`config.mk`:
```
export PLATFORM = sky130hd
export DESIGN_NAME = pueo_leveltwo_coinc
export DESIGN_NICKNAME = d
export VERILOG_FILES = /design/src/rtl/pueo_leveltwo_pkg.sv /design/src/rtl/pueo_l2_stretch.sv /design/src/rtl/pueo_leveltwo_coinc.sv
export SDC_FILE = /design/constraint.sdc
export NUM_CORES = 2
export LEC_CHECK = 0
export CAP_MARGIN = 25
export CORE_ASPECT_RATIO = 1.5
export CORE_MARGIN = 5
export CORE_UTILIZATION = 55
export CTS_BUF_LIST = sky130_fd_sc_hd__clkbuf_4 sky130_fd_sc_hd__clkbuf_8
export DETAILED_ROUTE_END_ITERATION = 6
export PLACE_DENSITY = 0.73
export RECOVER_POWER = 100
export SYNTH_ARGS = -nofsm -noshare
export SYNTH_HDL_FRONTEND = slang
export SYNTH_SLANG_ARGS = --single-unit
```
`constraint.sdc`:
```
create_clock -name clk_i -period 2.5 [get_ports clk_i]
set_input_delay 0.5 -clock clk_i [delete_from_list [all_inputs] [get_ports clk_i]]
set_output_delay 0.5 -clock clk_i [all_outputs]
set_load 0.01 [all_outputs]
```
`src/rtl/pueo_leveltwo_pkg.sv`:
```
// Shared definitions for the PUEO level-two trigger.
//   NPOL / HPOL / VPOL      : polarization count and indices
//   NSECT_DEFAULT, NREGION_DEFAULT : default array geometry
//   LATENCY                 : ce edges from input sample to trig_o / leveltwo_o
//   L2_BASE, LF_BASE, AUX_BIT : bit positions inside trig_src_o
//   l2_state_e              : master trigger FSM states
package pueo_leveltwo_pkg;

    localparam int NPOL            = 2;
    localparam int HPOL            = 0;
    localparam int VPOL            = 1;
    localparam int NSECT_DEFAULT   = 12;
    localparam int NREGION_DEFAULT = 4;
    localparam int LATENCY         = 3;

    localparam int L2_BASE    = 0;
    localparam int LF_BASE    = NPOL;
    localparam int AUX_BIT    = 2 * NPOL;
    localparam int TRIG_SRC_W = 2 * NPOL + 1;

    typedef enum logic {
        ST_IDLE    = 1'b0,
        ST_HOLDOFF = 1'b1
    } l2_state_e;

endpackage

```
`src/rtl/pueo_l2_stretch.sv`:
```
// Vector of retriggerable pulse stretchers.
//   clk_i, rst_i : clock and synchronous active-high reset
//   ce_i         : clock enable; all state holds when low
//   window_i     : stretch window in ce cycles, clamped to MAX_WINDOW
//   d_i          : input bits
//   q_o          : stretched bits; a hit stays high for window+1 ce cycles
//                  after the last hit
module pueo_l2_stretch
    import pueo_leveltwo_pkg::*;
#(
    parameter int WIDTH      = 48,
    parameter int MAX_WINDOW = 15,
    localparam int WIN_W     = $clog2(MAX_WINDOW + 1)
) (
    input  logic             clk_i,
    input  logic             rst_i,
    input  logic             ce_i,
    input  logic [WIN_W-1:0] window_i,
    input  logic [WIDTH-1:0] d_i,
    output logic [WIDTH-1:0] q_o
);

    logic [WIDTH-1:0] in_q;
    logic [WIDTH-1:0] in_d;
    logic [WIN_W-1:0] cnt_q [WIDTH];
    logic [WIN_W-1:0] cnt_d [WIDTH];
    logic [WIN_W-1:0] win_clamped;

    always_comb begin
        win_clamped = (window_i > WIN_W'(MAX_WINDOW)) ? WIN_W'(MAX_WINDOW) : window_i;
    end

    // The counter loads from the registered input so that in_q covers the
    // first cycle and the counter covers the following `window` cycles.
    always_comb begin
        in_d = ce_i ? d_i : in_q;
        for (int i = 0; i < WIDTH; i++) begin
            cnt_d[i] = cnt_q[i];
            if (ce_i) begin
                if (in_q[i]) begin
                    cnt_d[i] = win_clamped;
                end else if (cnt_q[i] != '0) begin
                    cnt_d[i] = cnt_q[i] - WIN_W'(1);
                end
            end
        end
    end

    always_comb begin
        for (int i = 0; i < WIDTH; i++) begin
            q_o[i] = in_q[i] | (cnt_q[i] != '0);
        end
    end

    always_ff @(posedge clk_i) begin
        if (rst_i) begin
            in_q <= '0;
            for (int i = 0; i < WIDTH; i++) begin
                cnt_q[i] <= '0;
            end
        end else begin
            in_q <= in_d;
            for (int i = 0; i < WIDTH; i++) begin
                cnt_q[i] <= cnt_d[i];
            end
        end
    end

endmodule

```
`src/rtl/pueo_leveltwo_coinc.sv`:
```
// PUEO level-two trigger: stretch low/high band metadata, form the
// low(s) & high(s+1) coincidence per sector, merge with LF and aux into a
// master trigger with dead gating and programmable holdoff.
//   clk_i, rst_i, ce_i : clock, synchronous active-high reset, clock enable
//   low_i, high_i      : band metadata, bit ((p*NSECT)+s)*NREGION+r
//   lf_i, aux_i        : LF per polarization, OR of aux triggers
//   window_i           : stretch window
//   sect_mask_i        : 1 excludes sector p*NSECT+s from coincidence
//   holdoff_len_i      : holdoff after a trigger, in ce cycles (0 = none)
//   dead_i             : drops triggers while high
//   meta_i / meta_o    : metadata, delayed to align with trig_o
//   leveltwo_o         : per-sector coincidence pulses
//   trig_src_o         : {aux, lf, l2} captured with the last trigger
//   trig_o             : master trigger pulse
module pueo_leveltwo_coinc
    import pueo_leveltwo_pkg::*;
#(
    parameter int NSECT      = NSECT_DEFAULT,
    parameter int NREGION    = NREGION_DEFAULT,
    parameter int MAX_WINDOW = 15,
    parameter int META_W     = 256,
    parameter int HOLDOFF_W  = 16,
    localparam int WIN_W     = $clog2(MAX_WINDOW + 1)
) (
    input  logic                          clk_i,
    input  logic                          rst_i,
    input  logic                          ce_i,
    input  logic [NPOL*NSECT*NREGION-1:0] low_i,
    input  logic [NPOL*NSECT*NREGION-1:0] high_i,
    input  logic [NPOL-1:0]               lf_i,
    input  logic                          aux_i,
    input  logic [WIN_W-1:0]              window_i,
    input  logic [NPOL*NSECT-1:0]         sect_mask_i,
    input  logic [HOLDOFF_W-1:0]          holdoff_len_i,
    input  logic                          dead_i,
    input  logic [META_W-1:0]             meta_i,
    output logic [META_W-1:0]             meta_o,
    output logic [NPOL*NSECT-1:0]         leveltwo_o,
    output logic [TRIG_SRC_W-1:0]         trig_src_o,
    output logic                          trig_o
);

    localparam int NPS = NSECT * NREGION;
    localparam int NB  = NPOL * NPS;
    localparam int NCS = NPOL * NSECT;

    logic [NB-1:0] low_s;
    logic [NB-1:0] high_s;

    for (genvar p = 0; p < NPOL; p++) begin : g_pol
        pueo_l2_stretch #(
            .WIDTH      (NPS),
            .MAX_WINDOW (MAX_WINDOW)
        ) u_low (
            .clk_i    (clk_i),
            .rst_i    (rst_i),
            .ce_i     (ce_i),
            .window_i (window_i),
            .d_i      (low_i[p*NPS +: NPS]),
            .q_o      (low_s[p*NPS +: NPS])
        );

        pueo_l2_stretch #(
            .WIDTH      (NPS),
            .MAX_WINDOW (MAX_WINDOW)
        ) u_high (
            .clk_i    (clk_i),
            .rst_i    (rst_i),
            .ce_i     (ce_i),
            .window_i (window_i),
            .d_i      (high_i[p*NPS +: NPS]),
            .q_o      (high_s[p*NPS +: NPS])
        );
    end

    // Stage 2: sector s low band against sector s+1 high band, wrapping.
    logic [NCS-1:0] sect_hit;

    always_comb begin
        sect_hit = '0;
        for (int p = 0; p < NPOL; p++) begin
            for (int s = 0; s < NSECT; s++) begin
                for (int r = 0; r < NREGION; r++) begin
                    sect_hit[p*NSECT+s] = sect_hit[p*NSECT+s]
                        | (low_s[(p*NSECT+s)*NREGION+r]
                           & high_s[(p*NSECT+((s+1)%NSECT))*NREGION+r]);
                end
            end
        end
    end

    logic [NCS-1:0]        coinc_q,    coinc_d;
    logic [NCS-1:0]        coinc_s3_q, coinc_s3_d;
    logic [NPOL-1:0]       l2_q,       l2_d;
    logic [NPOL-1:0]       lf_d1_q,    lf_d1_d;
    logic [NPOL-1:0]       lf_d2_q,    lf_d2_d;
    logic [NPOL-1:0]       lf_s3_q,    lf_s3_d;
    logic                  aux_d1_q,   aux_d1_d;
    logic                  aux_d2_q,   aux_d2_d;
    logic                  aux_s3_q,   aux_s3_d;
    logic [NCS-1:0]        leveltwo_q, leveltwo_d;
    logic [META_W-1:0]     meta_q [LATENCY+1];
    logic [META_W-1:0]     meta_d [LATENCY+1];

    // Pipeline next-state: everything holds unless ce_i, except the
    // leveltwo pulse which clears on the non-ce clock.
    always_comb begin
        coinc_d    = coinc_q;
        coinc_s3_d = coinc_s3_q;
        l2_d       = l2_q;
        lf_d1_d    = lf_d1_q;
        lf_d2_d    = lf_d2_q;
        lf_s3_d    = lf_s3_q;
        aux_d1_d   = aux_d1_q;
        aux_d2_d   = aux_d2_q;
        aux_s3_d   = aux_s3_q;
        leveltwo_d = '0;
        for (int i = 0; i <= LATENCY; i++) begin
            meta_d[i] = meta_q[i];
        end
        if (ce_i) begin
            coinc_d    = sect_hit & ~sect_mask_i;
            coinc_s3_d = coinc_q;
            for (int p = 0; p < NPOL; p++) begin
                l2_d[p] = |coinc_q[p*NSECT +: NSECT];
            end
            lf_d1_d    = lf_i;
            lf_d2_d    = lf_d1_q;
            lf_s3_d    = lf_d2_q;
            aux_d1_d   = aux_i;
            aux_d2_d   = aux_d1_q;
            aux_s3_d   = aux_d2_q;
            leveltwo_d = coinc_s3_q;
            meta_d[0]  = meta_i;
            for (int i = 1; i <= LATENCY; i++) begin
                meta_d[i] = meta_q[i-1];
            end
        end
    end

    // Master trigger FSM.
    // state      | meaning
    // ST_IDLE    | armed; any live source fires trig_o
    // ST_HOLDOFF | counting down hcnt; sources are dropped
    l2_state_e               state_q,    state_d;
    logic [HOLDOFF_W-1:0]    hcnt_q,     hcnt_d;
    logic                    trig_q,     trig_d;
    logic [TRIG_SRC_W-1:0]   trig_src_q, trig_src_d;
    logic [TRIG_SRC_W-1:0]   src_now;

    always_comb begin
        src_now                   = '0;
        src_now[L2_BASE +: NPOL]  = l2_q;
        src_now[LF_BASE +: NPOL]  = lf_s3_q;
        src_now[AUX_BIT]          = aux_s3_q;
    end

    always_comb begin
        state_d    = state_q;
        hcnt_d     = hcnt_q;
        trig_d     = 1'b0;
        trig_src_d = trig_src_q;
        if (ce_i) begin
            case (state_q)
                ST_IDLE: begin
                    if (!dead_i && (src_now != '0)) begin
                        trig_d     = 1'b1;
                        trig_src_d = src_now;
                        if (holdoff_len_i != '0) begin
                            hcnt_d  = holdoff_len_i;
                            state_d = ST_HOLDOFF;
                        end
                    end
                end
                ST_HOLDOFF: begin
                    // hcnt never wraps: leaving at 1 frees the next ce cycle.
                    if (hcnt_q <= HOLDOFF_W'(1)) begin
                        hcnt_d  = '0;
                        state_d = ST_IDLE;
                    end else begin
                        hcnt_d = hcnt_q - HOLDOFF_W'(1);
                    end
                end
                default: begin
                    hcnt_d  = '0;
                    state_d = ST_IDLE;
                end
            endcase
        end
    end

    always_ff @(posedge clk_i) begin
        if (rst_i) begin
            coinc_q    <= '0;
            coinc_s3_q <= '0;
            l2_q       <= '0;
            lf_d1_q    <= '0;
            lf_d2_q    <= '0;
            lf_s3_q    <= '0;
            aux_d1_q   <= 1'b0;
            aux_d2_q   <= 1'b0;
            aux_s3_q   <= 1'b0;
            leveltwo_q <= '0;
            for (int i = 0; i <= LATENCY; i++) begin
                meta_q[i] <= '0;
            end
            state_q    <= ST_IDLE;
            hcnt_q     <= '0;
            trig_q     <= 1'b0;
            trig_src_q <= '0;
        end else begin
            coinc_q    <= coinc_d;
            coinc_s3_q <= coinc_s3_d;
            l2_q       <= l2_d;
            lf_d1_q    <= lf_d1_d;
            lf_d2_q    <= lf_d2_d;
            lf_s3_q    <= lf_s3_d;
            aux_d1_q   <= aux_d1_d;
            aux_d2_q   <= aux_d2_d;
            aux_s3_q   <= aux_s3_d;
            leveltwo_q <= leveltwo_d;
            for (int i = 0; i <= LATENCY; i++) begin
                meta_q[i] <= meta_d[i];
            end
            state_q    <= state_d;
            hcnt_q     <= hcnt_d;
            trig_q     <= trig_d;
            trig_src_q <= trig_src_d;
        end
    end

    assign meta_o     = meta_q[LATENCY];
    assign leveltwo_o = leveltwo_q;
    assign trig_src_o = trig_src_q;
    assign trig_o     = trig_q;

endmodule
```
# == Word-level counts from Yosys, hierarchy flattened ==
# Memories as Yosys holds them, arrays and structs flattened.
# Index checks and enable logic that the tools add are counted.
# word_totals
wordCells,1768
mem_count,5
output_inout_bits,286
in_bits,499
ram_bits,1792
ff_bits,298
# memory_table
memory,words,word_bits,rd,rd_ports_with_merged_regs,wr,line,rtl
meta_q,4,256,4,0,4,pueo_leveltwo_coinc.sv:102,logic [META_W-1:0] meta_q [LATENCY+1];
g_pol[0].u_high.cnt_q,48,4,48,0,48,pueo_l2_stretch.sv:25,logic [WIN_W-1:0] cnt_q [WIDTH];
g_pol[0].u_low.cnt_q,48,4,48,0,48,pueo_l2_stretch.sv:25,
g_pol[1].u_high.cnt_q,48,4,48,0,48,pueo_l2_stretch.sv:25,
g_pol[1].u_low.cnt_q,48,4,48,0,48,pueo_l2_stretch.sv:25,
# op_classes
n_addsub,193
magnitude_cmp,2
n_mux,786
n_eq_ne,2
reduce_logical,202
bitwise_logic,560
# ops
cell,count
two-way mux 4 bit,769
two-way mux 1024 bit,1
two-way mux 256 bit,4
nonzero test 4 bit,192
"subtractor 4 x 1 -> 4 bit, second input constant",192
bitwise OR 1 bit,460
AND 1 bit,96
two-way mux 16 bit,3
case mux 16 bit (2 select lines),1
AND 24 bit,1
inverter 24 bit,1
OR reduction 12 bit,2
"less-or-equal comparator 16 x 1 -> 1 bit, second input constant",1
nonzero test 16 bit,1
"subtractor 16 x 1 -> 16 bit, second input constant",1
two-way mux 1 bit,7
AND reduction 3 bit,2
nonzero test 5 bit,1
"> comparator 4 bit, second input constant",1
"inequality test 2 bit, second input constant",2
OR reduction 3 bit,1
inverter 1 bit,2
case mux 1 bit (2 select lines),1
OR reduction 2 bit,1
2 further kinds,2

# == Depth between registers and ports, before layout ==
# logic_depth
ltp_word,7
mapped_depth,8
ltp_nobuf,7

# == Hierarchy ==
# From an unflattened synthesis, not the netlist that was laid out.
# unflattened
cells_unflattened,10718
hier_area_um2,96583.9
# by_module_without_submodules
mod,seq_area_each_um2,cells_each,n_inst,area_each_um2
pueo_leveltwo_coinc,22621.7,4050,1,42105.4
pueo_l2_stretch (g_pol[0].u_low ...),4804.6,1652,2,13590.5
pueo_l2_stretch (g_pol[1].u_low),4804.6,1712,1,13726.9
pueo_l2_stretch (g_pol[0].u_high),4804.6,1652,1,13570.5

# == Worst setup path after synthesis ==
# Ideal clock, no wire load.
# synth_timing
path_type,register to register
from,register hcnt_q[0]
to,register hcnt_q[14]
slack_ps,647
period_less_slack_ps,1853
arrival_time_ps,1735
t_required_ps,2383
setup_ps,117
path_stages_with_launch,8
path_cell_list,dfxtp_1 inv_1 ha_1 o21bai_1 or4_4 o21ai_4 o21ai_1 a32o_1
# synth_via
elab_chain_len,3
word_cells_on_any_way,4
classes_between,1 x add/sub; 1 x order compare; 2 x mux
# synth_lines
item,line,rtl
start: declaration,pueo_leveltwo_coinc.sv:146,"logic [HOLDOFF_W-1:0] hcnt_q, hcnt_d;"
start signal: assignment,pueo_leveltwo_coinc.sv:226,hcnt_q <= hcnt_d;
subtractor 16 x 1 -> 16 bit or less-or-equal comparator 16 x 1 -> 1 bit (tied branches),"pueo_leveltwo_coinc.sv:181, pueo_leveltwo_coinc.sv:177",
two-way mux 16 bit *,pueo_leveltwo_coinc.sv:177,if (hcnt_q <= HOLDOFF_W'(1)) begin
case mux 16 bit (2 select lines) *,pueo_leveltwo_coinc.sv:164,case (state_q)
# Every way passes the cells marked *; elsewhere a longest branch is shown, timed or not.
# A chain may end at the register's enable or synchronous reset.

==> flow_metrics.tcl <==
set metrics [dict create \
    status "completed" \
    critical_path.most_common_cell "sky130_fd_sc_hd__a211oi_1" \
    drt-initial-drc-count 4990 \
    fp.dieW_um 351 \
    worst_ep_required_time_ns 3.26 \
    clock_insertion_delay_worst_skew_ns 0.95 \
    hold_viol 0 \
    holdCritStartpoint "window_i[0]" \
    postCtsSetupRepairBufs 0 \
    ioPinCount 785 \
    detail_route.drc_violations 0 \
    grt_antenna_before_repair 78 \
    dpl.hpwl_um 175000 \
    worst_path_cell_with_the_longest_stage_delay "sky130_fd_sc_hd__clkbuf_4" \
    timing_max_transition_violations_final 0 \
    drt.antenna.violating_nets 0 \
    timing.reg2reg.setup_slack_ns 0.19 \
    seq_area_frac_synth 0.436 \
    vdd_drop_max_mv 0.763 \
    clock_sink_count 2090 \
    cts_tree "built" \
    post_synth_instance_area_um2 96000 \
    finish.net_count 12400 \
    htree_levels 5 \
    critical_path_peak_fanout 97 \
    drt_pre_antenna_iters 6 \
    finalWirelength_um 256000 \
    placement.io_buffers 784 \
    yosysWarnings 0 \
    layout-area-overhead-vs-synth_pct 17.2 \
    dieArea_um2 183000 \
    crit_path_arrival_time_ns 3.18 \
    grt_first_pass_wirelength_um 402000 \
    cap_viol_max_count 0 \
    cp_cell_sequence "dlygate4sd3_1 -> buf_16 -> clkbuf_4 -> nand2b_1 -> a211oi_1 -> a211oi_1" \
    whs_endpoint "g_pol[0].u_low.cnt_q[0][32]" \
    fmax_mhz 412 \
    globalRoute.totalOverflow 0 \
    placed_cell_area_um2 106000 \
    wl_per_instance_um 18.2 \
    cts_clock_pin_slew_for_the_worst_setup_and_hold_paths_ns 0.06 \
    core.rowCount 187 \
    layout.cell_area.non_filler_um2 113000 \
    final.fill_count 14100 \
    gp_routability_congestion 0.864 \
    regToRegStartpoint "g_pol[1].u_high.cnt_q[3][12]" \
    cp.buffers_inverters 3 \
    number_of_clock_buffers_inserted_by_tritoncts 326 \
    start_util 0.554 \
    count_of_flip_flops_with_a_built_in_enable_after_synthesis 0 \
    fin_worst_hold_slack_ns 0.114 \
    worstHoldPathType "in -> reg" \
    static-leakage-power_nw 46.9 \
    r2r_cells 9 \
    gr-usage-all-layers 0.264 \
    fin_crit_ns 2.43 \
    multi_input_comb_area_um2 49400 \
    grt_pass1_vias 77800 \
    postSynthRegisterBits 2090 \
    ys_async_sr_fraction 0 \
    gate_count_after_technology_mapping 11000 \
    highest_cell_delay_on_the_worst_timing_path_ns 1.01 \
    setup_viol 0 \
    grt_max_degree 175 \
    core_um2 173000 \
    max-slew-margin-rel 0.0516 \
    synth.lib_cells_used.distinct 66 \
    vias_per_cell 5.72 \
    critical_path_endpoint_category "flop" \
    reg2reg_to "coinc_q[17]" \
    clock-root-buffer "sky130_fd_sc_hd__clkbuf_8" \
    fraction_of_final_layout_cells_sized_beyond_drive_strength_1 0.0658 \
    critical-path-top-delay-family "buffers and inverters" \
    commonest_register_cell_after_synthesis "sky130_fd_sc_hd__dfxtp_1" \
    hold_path_depth 3 \
    num_vias 80300 \
    final_min_period_over_clock_period 0.970 \
    fin_skew_ns 0.0483 \
    finalSetupTns_ns 0 \
    fp.dieH_um 522 \
    power.total_w 0.0969 \
    layout.area.seq_um2 41800 \
    max_clock_buf_depth 4 \
    worst_slew_pin_slew_ns 1.42 \
    grt_setup_unrepaired "no" \
    synth.net_count 11800 \
    per_instance_average_area_after_synthesis_um2 8.76 \
    worst_setup_path_start_kind "input port" \
    power-per-cell-area_nw_per_um2 861 \
    critPathKind "in -> reg" \
]
[layout make-up]
| cell class | instances | share of cell area |
|---|---|---|
| repair buffers | 1011 | 0.0885 |
| inverters | 414 | 0.0139 |
| clock inverters | 67 | 0.00503 |
| diodes | 23 | 0.000512 |
| multi-input cells | 7669 | 0.439 |
| clock buffers | 493 | 0.0560 |
| well taps | 2268 | 0.0252 |
| flip-flops and latches | 2090 | 0.372 |
[routing by layer]
layer / vias to the layer above / track usage / wire length (µm)
met3: 569 / 0.0757 / 20200
met5: - / 0 / 678
met2: 2053 / 0.453 / 121000
li1: 39300 / - / -
met4: 102 / 0.0913 / 8200
met1: 38300 / 0.318 / 106000
[worst register-to-register path, cell delays in order, from the launching register on]
cell                       delay, ns
sky130_fd_sc_hd__dfxtp_1        0.32
sky130_fd_sc_hd__inv_1          0.10
sky130_fd_sc_hd__ha_1           0.16
sky130_fd_sc_hd__nor4b_1        0.25
sky130_fd_sc_hd__clkbuf_1       0.29
sky130_fd_sc_hd__o22ai_1        0.16
sky130_fd_sc_hd__a221oi_1       0.25
sky130_fd_sc_hd__clkbuf_1       0.35
sky130_fd_sc_hd__o31ai_1        0.11
sky130_fd_sc_hd__and2_1         0.19
[how the worst max path moves through the flow]
stage	startpoint	endpoint	slack, ns	cells past startpoint
after global routing	meta_q[3][55]	meta_o[55]	0.002	1
after CTS	meta_q[3][146]	meta_o[146]	0.003	1
after detailed placement	holdoff_len_i[14]	hcnt_q[10]	0.07	7
final	ce_i	g_pol[0].u_low.cnt_q[0][68]	0.07	6
after floorplan	hcnt_q[0]	hcnt_q[14]	0.65	7
after global placement	holdoff_len_i[14]	hcnt_q[10]	-0.003	7
[placed cells by master, fill, tap and decap left out, types with 21 or more instances in the layout]
| cell | count |
|---|---|
| sky130_fd_sc_hd__clkbuf_8 | 420 |
| sky130_fd_sc_hd__nand3_1 | 122 |
| sky130_fd_sc_hd__a2bb2oi_1 | 178 |
| sky130_fd_sc_hd__buf_4 | 117 |
| sky130_fd_sc_hd__o21ai_0 | 261 |
| sky130_fd_sc_hd__nand2_1 | 528 |
| sky130_fd_sc_hd__clkbuf_1 | 31 |
| sky130_fd_sc_hd__nor3b_1 | 246 |
| sky130_fd_sc_hd__a211oi_1 | 502 |
| sky130_fd_sc_hd__a22oi_1 | 283 |
| sky130_fd_sc_hd__clkdlybuf4s50_1 | 653 |
| sky130_fd_sc_hd__nor2_1 | 2458 |
| sky130_fd_sc_hd__mux2i_1 | 1259 |
| sky130_fd_sc_hd__clkbuf_4 | 84 |
| sky130_fd_sc_hd__ha_1 | 386 |
| sky130_fd_sc_hd__diode_2 | 23 |
| sky130_fd_sc_hd__and2_1 | 28 |
| sky130_fd_sc_hd__a21oi_1 | 474 |
| sky130_fd_sc_hd__and3_1 | 25 |
| sky130_fd_sc_hd__dlygate4sd3_1 | 102 |
| sky130_fd_sc_hd__nand3b_1 | 109 |
| sky130_fd_sc_hd__nor3_1 | 207 |
| sky130_fd_sc_hd__a22o_1 | 201 |
| sky130_fd_sc_hd__clkbuf_2 | 21 |
| sky130_fd_sc_hd__inv_1 | 412 |
| sky130_fd_sc_hd__nor4b_1 | 112 |
| sky130_fd_sc_hd__clkinv_2 | 47 |
| sky130_fd_sc_hd__o2bb2ai_1 | 34 |
| sky130_fd_sc_hd__dfxtp_1 | 2090 |
| sky130_fd_sc_hd__o32ai_1 | 21 |
| sky130_fd_sc_hd__buf_12 | 44 |
| sky130_fd_sc_hd__dlygate4sd2_1 | 24 |
| sky130_fd_sc_hd__nand2b_1 | 79 |
[stage by stage]
step	utilization	worst slack, ns	std cells
global placement	0.611	-0.00298	13500
floorplan	-	0.647	11000
finish	0.649	0.0746	14000
global route	0.649	0.00207	14000
CTS	0.651	0.00254	14000
detailed placement	0.611	0.0665	13500
[state kept, by name, summed over array words and instances, names as in the netlist]
register / cells
meta_q: 1024
g_pol.u_high.cnt_q: 384
g_pol.u_low.cnt_q: 384
g_pol.u_high.in_q: 96
g_pol.u_low.in_q: 96
coinc_q: 24
coinc_s3_q: 24
leveltwo_o: 24
hcnt_q: 16
trig_src_o: 5
l2_q: 2
lf_d1_q: 2
lf_d2_q: 2
lf_s3_q: 2
aux_d1_q: 1
aux_d2_q: 1
aux_s3_q: 1
state_q: 1
trig_o: 1
[cell usage after synthesis, drive strengths merged, types with 122 or more instances]
library cell | n | share of area
a211oi | 502 | 0.039
a21oi | 474 | 0.025
a22o | 201 | 0.018
a22oi | 283 | 0.022
a2bb2oi | 178 | 0.016
buf | 210 | 0.011
clkbuf | 567 | 0.022
dfxtp | 2090 | 0.44
ha | 386 | 0.050
inv | 414 | 0.016
mux2i | 1259 | 0.13
nand2 | 528 | 0.021
nand3 | 122 | 0.0064
nor2 | 2458 | 0.096
nor3 | 207 | 0.011
nor3b | 246 | 0.019
o21ai | 268 | 0.014
[power breakdown]
group	switching, W	total (W)	internal [W]
Combinational	0.0140	0.0263	0.0123
Clock	0.0136	0.0303	0.0167
Sequential	0.00330	0.0403	0.0369
Total	0.0309	0.0969	0.0660
[cells by family (layout without fill, tap and decap cells)]
| group | after synthesis | in the layout | synth area share |
|---|---|---|---|
| DFF | 2090 | 2090 | 0.436 |
| xor gates and xnor gates | 13 | 13 | 0.00119 |
| muxes | 1259 | 1259 | 0.131 |
| and+or+nand+nor | 3970 | 3970 | 0.185 |
| other | 0 | 23 | 0 |
| adders and majority gates | 386 | 386 | 0.0503 |
| AOI/OAI and AO/OA | 2041 | 2041 | 0.147 |
| buffers and inverters | 1191 | 1985 | 0.0492 |
[what timing repair did]
item                                    CTS  global route
endpoints found under the setup margin   25             1
hold buffers                              2             0
endpoints found under the hold margin    27             0
resized for setup                        25             1
(Power assumes the default switching activity.)
